[src/rtl/i2c_master_ctrl_if.sv]
// Host handshake and I2C bus/datapath signals of the I2C master control stage.
// The master modport is the controller side; the slave modport is the host/datapath/bus side.
interface i2c_master_ctrl_if;
  logic       start;
  logic       rw;
  logic       sda_in;
  logic       scl_in;
  logic       scl;
  logic [7:0] state;
  logic [3:0] count;
  logic       i2c_scl_en;
  logic       i2c_write_en;
  logic       busy;
  logic       done;
  logic       ack_error;

  modport master (
    input  start, rw, sda_in, scl_in,
    output scl, state, count, i2c_scl_en, i2c_write_en, busy, done, ack_error
  );

  modport slave (
    output start, rw, sda_in, scl_in,
    input  scl, state, count, i2c_scl_en, i2c_write_en, busy, done, ack_error
  );
endinterface

[src/rtl/i2c_master_ctrl.sv]
// I2C master control stage: SCL divider, single-byte transaction FSM and host status.
// Optional slave clock stretching is enabled by defining I2C_CLK_STRETCH_EN.
module i2c_master_ctrl #(
  parameter int HALF_PERIOD = 4
) (
  input logic               clk,
  input logic               resetN,
  i2c_master_ctrl_if.master bus
);

  localparam logic [7:0] S_IDLE       = 8'd0;
  localparam logic [7:0] S_START      = 8'd1;
  localparam logic [7:0] S_ADDRESS    = 8'd2;
  localparam logic [7:0] S_READ_ACK   = 8'd3;
  localparam logic [7:0] S_WRITE_DATA = 8'd4;
  localparam logic [7:0] S_READ_ACK2  = 8'd5;
  localparam logic [7:0] S_READ_DATA  = 8'd6;
  localparam logic [7:0] S_WRITE_ACK2 = 8'd7;
  localparam logic [7:0] S_STOP       = 8'd8;

  localparam logic [7:0] DIV_LAST = 8'(HALF_PERIOD - 1);

  logic [7:0] state_q;
  logic [3:0] count_q;
  logic [7:0] div_q;
  logic       scl_q;
  logic       rw_q;
  logic       busy_q;
  logic       done_q;
  logic       ack_err_q;
  logic       hold;
  logic       div_wrap;
  logic       rise_tick;

`ifdef I2C_CLK_STRETCH_EN
  // A slave holding SCL low during our high phase freezes the divider.
  assign hold = scl_q & ~bus.scl_in;
`else
  logic unused_scl_in;
  assign unused_scl_in = bus.scl_in;
  assign hold          = 1'b0;
`endif

  assign div_wrap  = (state_q != S_IDLE) && !hold && (div_q == DIV_LAST);
  assign rise_tick = div_wrap && !scl_q;

  always_ff @(posedge clk or negedge resetN) begin
    if (!resetN) begin
      state_q   <= S_IDLE;
      count_q   <= 4'd7;
      div_q     <= 8'd0;
      scl_q     <= 1'b1;
      rw_q      <= 1'b0;
      busy_q    <= 1'b0;
      done_q    <= 1'b0;
      ack_err_q <= 1'b0;
    end else begin
      done_q <= 1'b0;
      if (state_q == S_IDLE) begin
        div_q <= 8'd0;
        scl_q <= 1'b1;
        if (bus.start) begin
          state_q   <= S_START;
          rw_q      <= bus.rw;
          ack_err_q <= 1'b0;
          busy_q    <= 1'b1;
        end
      end else begin
        if (!hold) div_q <= div_wrap ? 8'd0 : div_q + 8'd1;
        if (div_wrap) scl_q <= ~scl_q;
        // State/count only move on the SCL rise, keeping them stable at the falling edge.
        if (rise_tick) begin
          case (state_q)
            S_START: begin
              state_q <= S_ADDRESS;
              count_q <= 4'd7;
            end
            S_ADDRESS:
              if (count_q != 4'd0) count_q <= count_q - 4'd1;
              else                 state_q <= S_READ_ACK;
            S_READ_ACK:
              if (bus.sda_in) begin
                ack_err_q <= 1'b1;
                state_q   <= S_STOP;
              end else begin
                state_q <= rw_q ? S_READ_DATA : S_WRITE_DATA;
                count_q <= 4'd7;
              end
            S_WRITE_DATA:
              if (count_q != 4'd0) count_q <= count_q - 4'd1;
              else                 state_q <= S_READ_ACK2;
            S_READ_ACK2: begin
              ack_err_q <= ack_err_q | bus.sda_in;
              state_q   <= S_STOP;
            end
            S_READ_DATA:
              if (count_q != 4'd0) count_q <= count_q - 4'd1;
              else                 state_q <= S_WRITE_ACK2;
            S_WRITE_ACK2: state_q <= S_STOP;
            S_STOP: begin
              state_q <= S_IDLE;
              busy_q  <= 1'b0;
              done_q  <= 1'b1;
              div_q   <= 8'd0;
              scl_q   <= 1'b1;
            end
            default: begin
              state_q <= S_IDLE;
              busy_q  <= 1'b0;
            end
          endcase
        end
      end
    end
  end

  assign bus.scl          = scl_q;
  assign bus.state        = state_q;
  assign bus.count        = count_q;
  assign bus.busy         = busy_q;
  assign bus.done         = done_q;
  assign bus.ack_error    = ack_err_q;
  assign bus.i2c_scl_en   = (state_q != S_IDLE);
  assign bus.i2c_write_en = (state_q == S_START)      || (state_q == S_ADDRESS) ||
                            (state_q == S_WRITE_DATA) || (state_q == S_WRITE_ACK2) ||
                            (state_q == S_STOP);

endmodule

[src/flat_wrapper.sv]
// flat-port wrapper written by rule: the top's interface ports become plain ports
module i2c_master_ctrl_flat 
#(
  parameter int HALF_PERIOD = 4
)
  (clk, resetN, bus_start, bus_rw, bus_sda_in, bus_scl_in, bus_scl, bus_state, bus_count, bus_i2c_scl_en, bus_i2c_write_en, bus_busy, bus_done, bus_ack_error);
  i2c_master_ctrl_if bus_i ();
  input logic clk;
  input logic resetN;
  input wire logic [$bits(bus_i.start)-1:0] bus_start;
  input wire logic [$bits(bus_i.rw)-1:0] bus_rw;
  input wire logic [$bits(bus_i.sda_in)-1:0] bus_sda_in;
  input wire logic [$bits(bus_i.scl_in)-1:0] bus_scl_in;
  output wire logic [$bits(bus_i.scl)-1:0] bus_scl;
  output wire logic [$bits(bus_i.state)-1:0] bus_state;
  output wire logic [$bits(bus_i.count)-1:0] bus_count;
  output wire logic [$bits(bus_i.i2c_scl_en)-1:0] bus_i2c_scl_en;
  output wire logic [$bits(bus_i.i2c_write_en)-1:0] bus_i2c_write_en;
  output wire logic [$bits(bus_i.busy)-1:0] bus_busy;
  output wire logic [$bits(bus_i.done)-1:0] bus_done;
  output wire logic [$bits(bus_i.ack_error)-1:0] bus_ack_error;
  assign bus_i.start = bus_start;
  assign bus_i.rw = bus_rw;
  assign bus_i.sda_in = bus_sda_in;
  assign bus_i.scl_in = bus_scl_in;
  assign bus_scl = bus_i.scl;
  assign bus_state = bus_i.state;
  assign bus_count = bus_i.count;
  assign bus_i2c_scl_en = bus_i.i2c_scl_en;
  assign bus_i2c_write_en = bus_i.i2c_write_en;
  assign bus_busy = bus_i.busy;
  assign bus_done = bus_i.done;
  assign bus_ack_error = bus_i.ack_error;
  i2c_master_ctrl #(.HALF_PERIOD(HALF_PERIOD)) u_core (.clk(clk), .resetN(resetN), .bus(bus_i));
endmodule
[config.mk]
export PLATFORM = sky130hd
export DESIGN_NAME = i2c_master_ctrl_flat
export DESIGN_NICKNAME = d
export VERILOG_FILES = /design/src/rtl/i2c_master_ctrl_if.sv /design/src/rtl/i2c_master_ctrl.sv /design/src/flat_wrapper.sv
export SDC_FILE = /design/constraint.sdc
export NUM_CORES = 1
export LEC_CHECK = 0
export CORE_AREA = 2 2 67 69
export CTS_CLUSTER_SIZE = 28
export DETAILED_ROUTE_END_ITERATION = 7
export DIE_AREA = 0 0 69 71
export SLEW_MARGIN = 20
export SYNTH_ARGS = -nofsm -noshare
export SYNTH_HDL_FRONTEND = slang
export SYNTH_SLANG_ARGS = --single-unit
[constraint.sdc]
create_clock -name clk -period 3.2 [get_ports clk]
set_clock_uncertainty 0.15 [all_clocks]
set_input_delay 0.96 -clock clk [delete_from_list [all_inputs] [get_ports clk]]
set_output_delay 0.96 -clock clk [all_outputs]
set_load 0.01 [all_outputs]
; Word level (Yosys, flattened, before mapping)
; Index checks and enable logic that the tools add are counted.
[classes]
add_sub_neg = 2
mul = 0
n_div = 0
order_cmp = 0
eq_ne = 17
shifts = 0
mux = 32
n_bitwise = 3
reduce_logical = 21
[op_table]
columns = cell, n
row1 = 2-to-1 mux 8 bit, 11
row2 = one-hot mux 8 bit (6 select lines), 1
row3 = == test 8 x 3 -> 1 bit (second input constant), 4
row4 = == test 8 x 2 -> 1 bit (second input constant), 3
row5 = 2-to-1 mux 1 bit, 15
row6 = inequality test 3 x 2 -> 1 bit (second input constant), 4
row7 = one-hot mux 4 bit (3 select lines), 1
row8 = AND reduction 5 bit, 2
row9 = adder 8 x 1 -> 8 bit (second input constant), 1
row10 = == test 8 x 1 -> 1 bit (second input constant), 1
row11 = == test 8 x 4 -> 1 bit (second input constant), 1
row12 = logical NOT 8 bit, 1
row13 = 2-to-1 mux 4 bit, 2
row14 = nonzero test 8 bit, 1
row15 = OR reduction 7 bit, 1
row16 = nonzero test 3 bit, 2
row17 = logical OR 1 bit, 4
row18 = inequality test 2 x 1 -> 1 bit (second input constant), 2
row19 = inequality test 2 bit (second input constant), 2
row20 = AND reduction 4 bit, 1
row21 = nonzero test 4 bit, 1
row22 = subtractor 4 x 1 -> 4 bit (second input constant), 1
row23 = AND reduction 3 bit, 1
row24 = OR reduction 3 bit, 1
row25 = 9 further kinds, 11
[totals]
reg_bits = 25
latchBits = 0
ramBits = 0
mem_bits_ro = 0
in_bits = 6
output_inout_bits = 18
elab_cells = 83
memories = 0

; Depth between registers and ports, before layout
; Gate-level depths: netlist of the first run.
[depth]
word_depth = 6
ltp_mapped = 9
depth_no_buf = 9

; Worst setup path after synthesis of the first run
; Ideal clock, no wire load.
[synth_timing]
kind = register to output
from = register u_core.state_q[0], in the netlist u_core.bus.state[0]
to = output port bus_i2c_write_en
arrival_time_ns = 1.367
t_required_ns = 2.090
setup_slack_ns = 0.723
path_stages_with_launch = 4
n_path_buf = 1
path_cell_list = dfrtp_1 buf_6 or3_2 a21oi_1
[synth_between]
elab_chain_len = 5
word_cells_on_any_way = 9
classes_between = eq/ne: 5 / reduce/logical: 4
[synth_rtl]
columns = item, line_no
row1 = from (decl), i2c_master_ctrl.sv:23  ; logic [7:0] state_q;
row2 = from (signal assigned), i2c_master_ctrl.sv:86  ; state_q <= rw_q ? S_READ_DATA : S_WRITE_DATA;
row3 = == test 8 x 1 -> 1 bit or == test 8 x 2 -> 1 bit (tied branches), i2c_master_ctrl.sv:124  ; assign bus.i2c_write_en = (state_q == S_START) || (state_q == S_ADDRESS) ||
row4 = logical OR 1 bit (2 in a row), i2c_master_ctrl.sv:124
row5 = logical OR 1 bit, i2c_master_ctrl.sv:125  ; (state_q == S_WRITE_DATA) || (state_q == S_WRITE_ACK2) ||
row6 = logical OR 1 bit (*), i2c_master_ctrl.sv:125
row7 = to (decl), flat_wrapper.sv:18  ; output wire logic [$bits(bus_i.i2c_write_en)-1:0] bus_i2c_write_en;
; Every way passes the cells marked *; elsewhere a longest branch is shown, timed or not.

; Worst setup path after layout of the first run
[layout_timing]
from = register u_core.state_q[1], in the netlist u_core.bus.state[1]
to = output port bus_i2c_write_en
; The elaborated chain is that of the path after synthesis.

==> results of run 1 <==
[worst register-to-register path, cell delays in order (launching register included)]
cell and delay (ps):
dfrtp_1 370, ha_1 210, nor4b_1 270, nand2_1 160
nor2_1 120, ha_1 330, o41ai_4 160, a21boi_2 210
or2_1 260, o22a_1 220
[cell usage in the layout (no fill, tap or decap), types with 2 or more instances in the layout]
cell / netlist / routed
nor2_1: 19 / 19
clkdlybuf4s50_1: 0 / 18
dfrtp_1: 17 / 16
inv_1: 7 / 7
nand2_1: 7 / 7
xnor2_1: 5 / 5
a21oi_1: 5 / 5
buf_4: 5 / 5
and3_1: 4 / 4
conb_1: 1 / 4
dfstp_2: 4 / 4
xor2_1: 3 / 3
and2_1: 3 / 3
o21ai_0: 3 / 3
ha_1: 3 / 3
clkbuf_8: 0 / 3
nor3_1: 2 / 2
nand3_1: 2 / 2
or2_1: 2 / 2
a31oi_1: 2 / 2
[cell type report]
type | instances | share of cell area
multi-input cells | 88 | 0.405
flip-flops and latches | 21 | 0.357
repair buffers | 23 | 0.146
well taps | 52 | 0.0436
clock buffers | 3 | 0.0277
inverters | 7 | 0.0176
clock inverters | 1 | 0.00336
[registers in the layout, summed over array words and instances (netlist names)]
register              count
u_core.bus.scl            1
u_core.bus.done           1
u_core.div_q              8
u_core.rw_q               1
u_core.bus.ack_error      1
u_core.bus.state          4
u_core.bus.count          4
u_core.bus.busy           1
[logic make-up (layout without fill, tap and decap cells)]
kind of cell             count (synthesis)  after routing  synth area share
AND/OR/NAND/NOR                         47             47             0.210
XOR/XNOR                                 8              8            0.0577
adder cells (fa/ha/maj)                  3              3            0.0309
multiplexers                             2              2            0.0175
flip-flops                              21             21             0.437
other                                    1              4           0.00309
AO/OA/AOI/OAI                           24             24             0.169
buffers and inverters                   15             34            0.0752
[layer usage]
layer  GRT usage  vias to the layer above  share of wire
li1            -                      457              -
met1       0.116                      467           0.43
met2       0.212                       15           0.52
met3      0.0313                        4          0.039
met4      0.0392                        0         0.0086
met5           0                        -              0
[worst paths after layout]
path | from | to | slack, ps
hold reg to reg | u_core.div_q[0]$_DFF_PN0_ | u_core.div_q[0]$_DFF_PN0_ | 310
setup / recovery | u_core.bus.state[1]$_DFFE_PN0P_ | bus_i2c_write_en | 60
min in group asynchronous | resetN | u_core.div_q[5]$_DFF_PN0_ | 890
max in group asynchronous | resetN | u_core.bus.scl$_DFF_PN1_ | 1730
setup reg to reg | u_core.div_q[0]$_DFF_PN0_ | u_core.bus.state[1]$_DFFE_PN0P_ | 650
hold / removal | u_core.div_q[0]$_DFF_PN0_ | u_core.div_q[0]$_DFF_PN0_ | 310
[stage by stage]
stage / total power [mW] / hold slack (ps) / cells
2_1_floorplan: 0.513 / 275 / 124
3_3_place_gp: 0.602 / 293 / 191
3_5_place_dp: 0.611 / 307 / 191
4_1_cts: 0.792 / 319 / 195
5_1_grt: 0.829 / 328 / 195
6_report: 0.779 / 311 / 195
[power groups by stage]
stage / Clock (mW) / Combinational, mW / Sequential [mW]
6_report: 0.176 / 0.289 / 0.314
5_1_grt: 0.195 / 0.316 / 0.318
4_1_cts: 0.186 / 0.293 / 0.314
3_5_place_dp: 0 / 0.292 / 0.319
3_3_place_gp: 0 / 0.284 / 0.318
2_1_floorplan: 0 / 0.186 / 0.327
[what timing repair did]
item,4_1_cts,5_1_grt
gates resized for setup,0,1
buffers inserted,0,0
setup endpoints to repair,0,1
==> results.tsv, run 1 <==
stage	metric	value	unit
routing	vias_per_cell	4.84	
sta	worstMarginPinSlew	537	ps
clocking	cts.sinks	21	
final_layout	layout-drive-gt1-share	0.168	
global_route	grt_pass1_vias	984	
sta	slew_violations	0	
routing	vias	943	
final_layout	seq_area	532	sq um
floorplanning	fp.dieW	69	um
setup_path	worst_setup_path_start_kind	flop	
global_route	grt_pass1_wl	4400	um
sta	finalHoldViolations	0	
global_route	grt_start_max_net_pins	22	
clocking	h-tree-depth	1	
clocking	cts.path.max_buffers	2	
final_layout	areaGrowthSynthToFinish	22.8	%
routing	drtIter0Drc	18	
setup_path	max_stage_delay	560	ps
synthesis	synth_edf_count	0	
clocking	ctsHoldBuffers	0	
hold_path	hp-class	flop to flop	
setup_path	endpoint_kind	primary output	
pwr	powerDensity	522	mW/mm^2
place	placed_cell_area	0.00144	sq mm
sta	min_period	3140	ps
synthesis	synth_top_flop_cell	dfrtp_1	
run	max_cap_viol_count	0	
floorplanning	initial_utilization	0.289	
place	place_ws	311	ps
pwr	vdd_drop_max	0.239	mV
setup_path	crit_cells	3	
clocking	root_buffer	clkbuf_8	
pwr	p_comb_frac	0.371	
pwr	switching_share	0.341	
floorplanning	io_pins	24	
routing	post-route-drc-count	0	
final_layout	nets	153	
floorplanning	rows	24	
outcome	status	finished clean	
final_layout	multi_input_area	604	sq um
setup_path	cp_data_required_time	2090	ps
floorplanning	dieArea	0.00490	sq mm
setup_path	path_class	flop to primary output	
pwr	pwr-share-seq	0.403	
pwr	p_switching	0.265	mW
setup_path	cp_num_buf_inv	1	
setup_path	worstRegToRegCells	9	
floorplanning	die_h	71	um
synthesis	synth_top_area_cell	dfrtp_1	
pwr	power_leakage	0.653	nW
clocking	cts.clk_slew.worst_paths	80	ps
hold_path	min_path_cells	1	
synthesis	synthTopCellsByArea	dfrtp_1 35%, dfstp_2 8.7%, nor2_1 5.9%	
sta	rsz0062_at_grt	false	
setup_path	critical_path_arrival	2030	ps
synthesis	yosysUniqueCellTypes	44	
place	portBuffers	18	
final_layout	final_util	0.355	
setup_path	cp_top_family	buffers and inverters	
synthesis	yosysSeqAreaShare	0.437	
sta	setup_viol	0	
clocking	cts-buffers-inserted	3	
pwr	p_int	0.514	mW
sta	min_period_over_period	0.981	
setup_path	cp_max_fo	7	
sta	slew_headroom	0.642	
final_layout	final_area	0.00149	sq mm
global_route	grt_overflow	0	
synthesis	syn_area	0.00121	sq mm
synthesis	yosys-top-cells-count	19 x nor2_1, 17 x dfrtp_1, 7 x inv_1, 7 x nand2_1	
synthesis	synth_seq_cells	21	
synthesis	syn_avg_cell_area	10.0	sq um
sta	fin_setup_tns	0	ps
global_route	grt_usage	0.111	
final_layout	n_antenna_cell	0	
global_route	grt_antenna_before_repair	0	
synthesis	async_flop_share	1.00	
routing	drt-wirelength-per-cell	13.6	um
setup_path	slowest_stage	clkdlybuf4s50_1	
final_layout	fillers	434	
synthesis	netlist.area_leader.share	0.350	
clocking	cts_tree	yes	
place	dp_hpwl	1990	um
sta	max_freq	319	MHz
routing	postRouteAntennaNets	0	
clocking	clk_latency	260	ps
sta	setup_ws	61.7	ps
routing	drt_pass1_iterations	4	
place	place_congestion	0.735	
synthesis	yosysMostFrequentCell	nor2_1	
synthesis	syn_inst	121	
setup_path	worstPathCellList	or3_2, a21oi_1, clkdlybuf4s50_1	
synthesis	yosys_warnings	0	
routing	wl	2660	um
floorplanning	core	0.00420	sq mm
pwr	pwr-share-clk	0.226	
(Power assumes the default switching activity.)
==> inputs of run 2 (changes only) <==
CTS_CLUSTER_DIAMETER = 150   (was default)
==> results of run 2 <==
The final DEF is identical to that of run 1; final timing and power are the same.
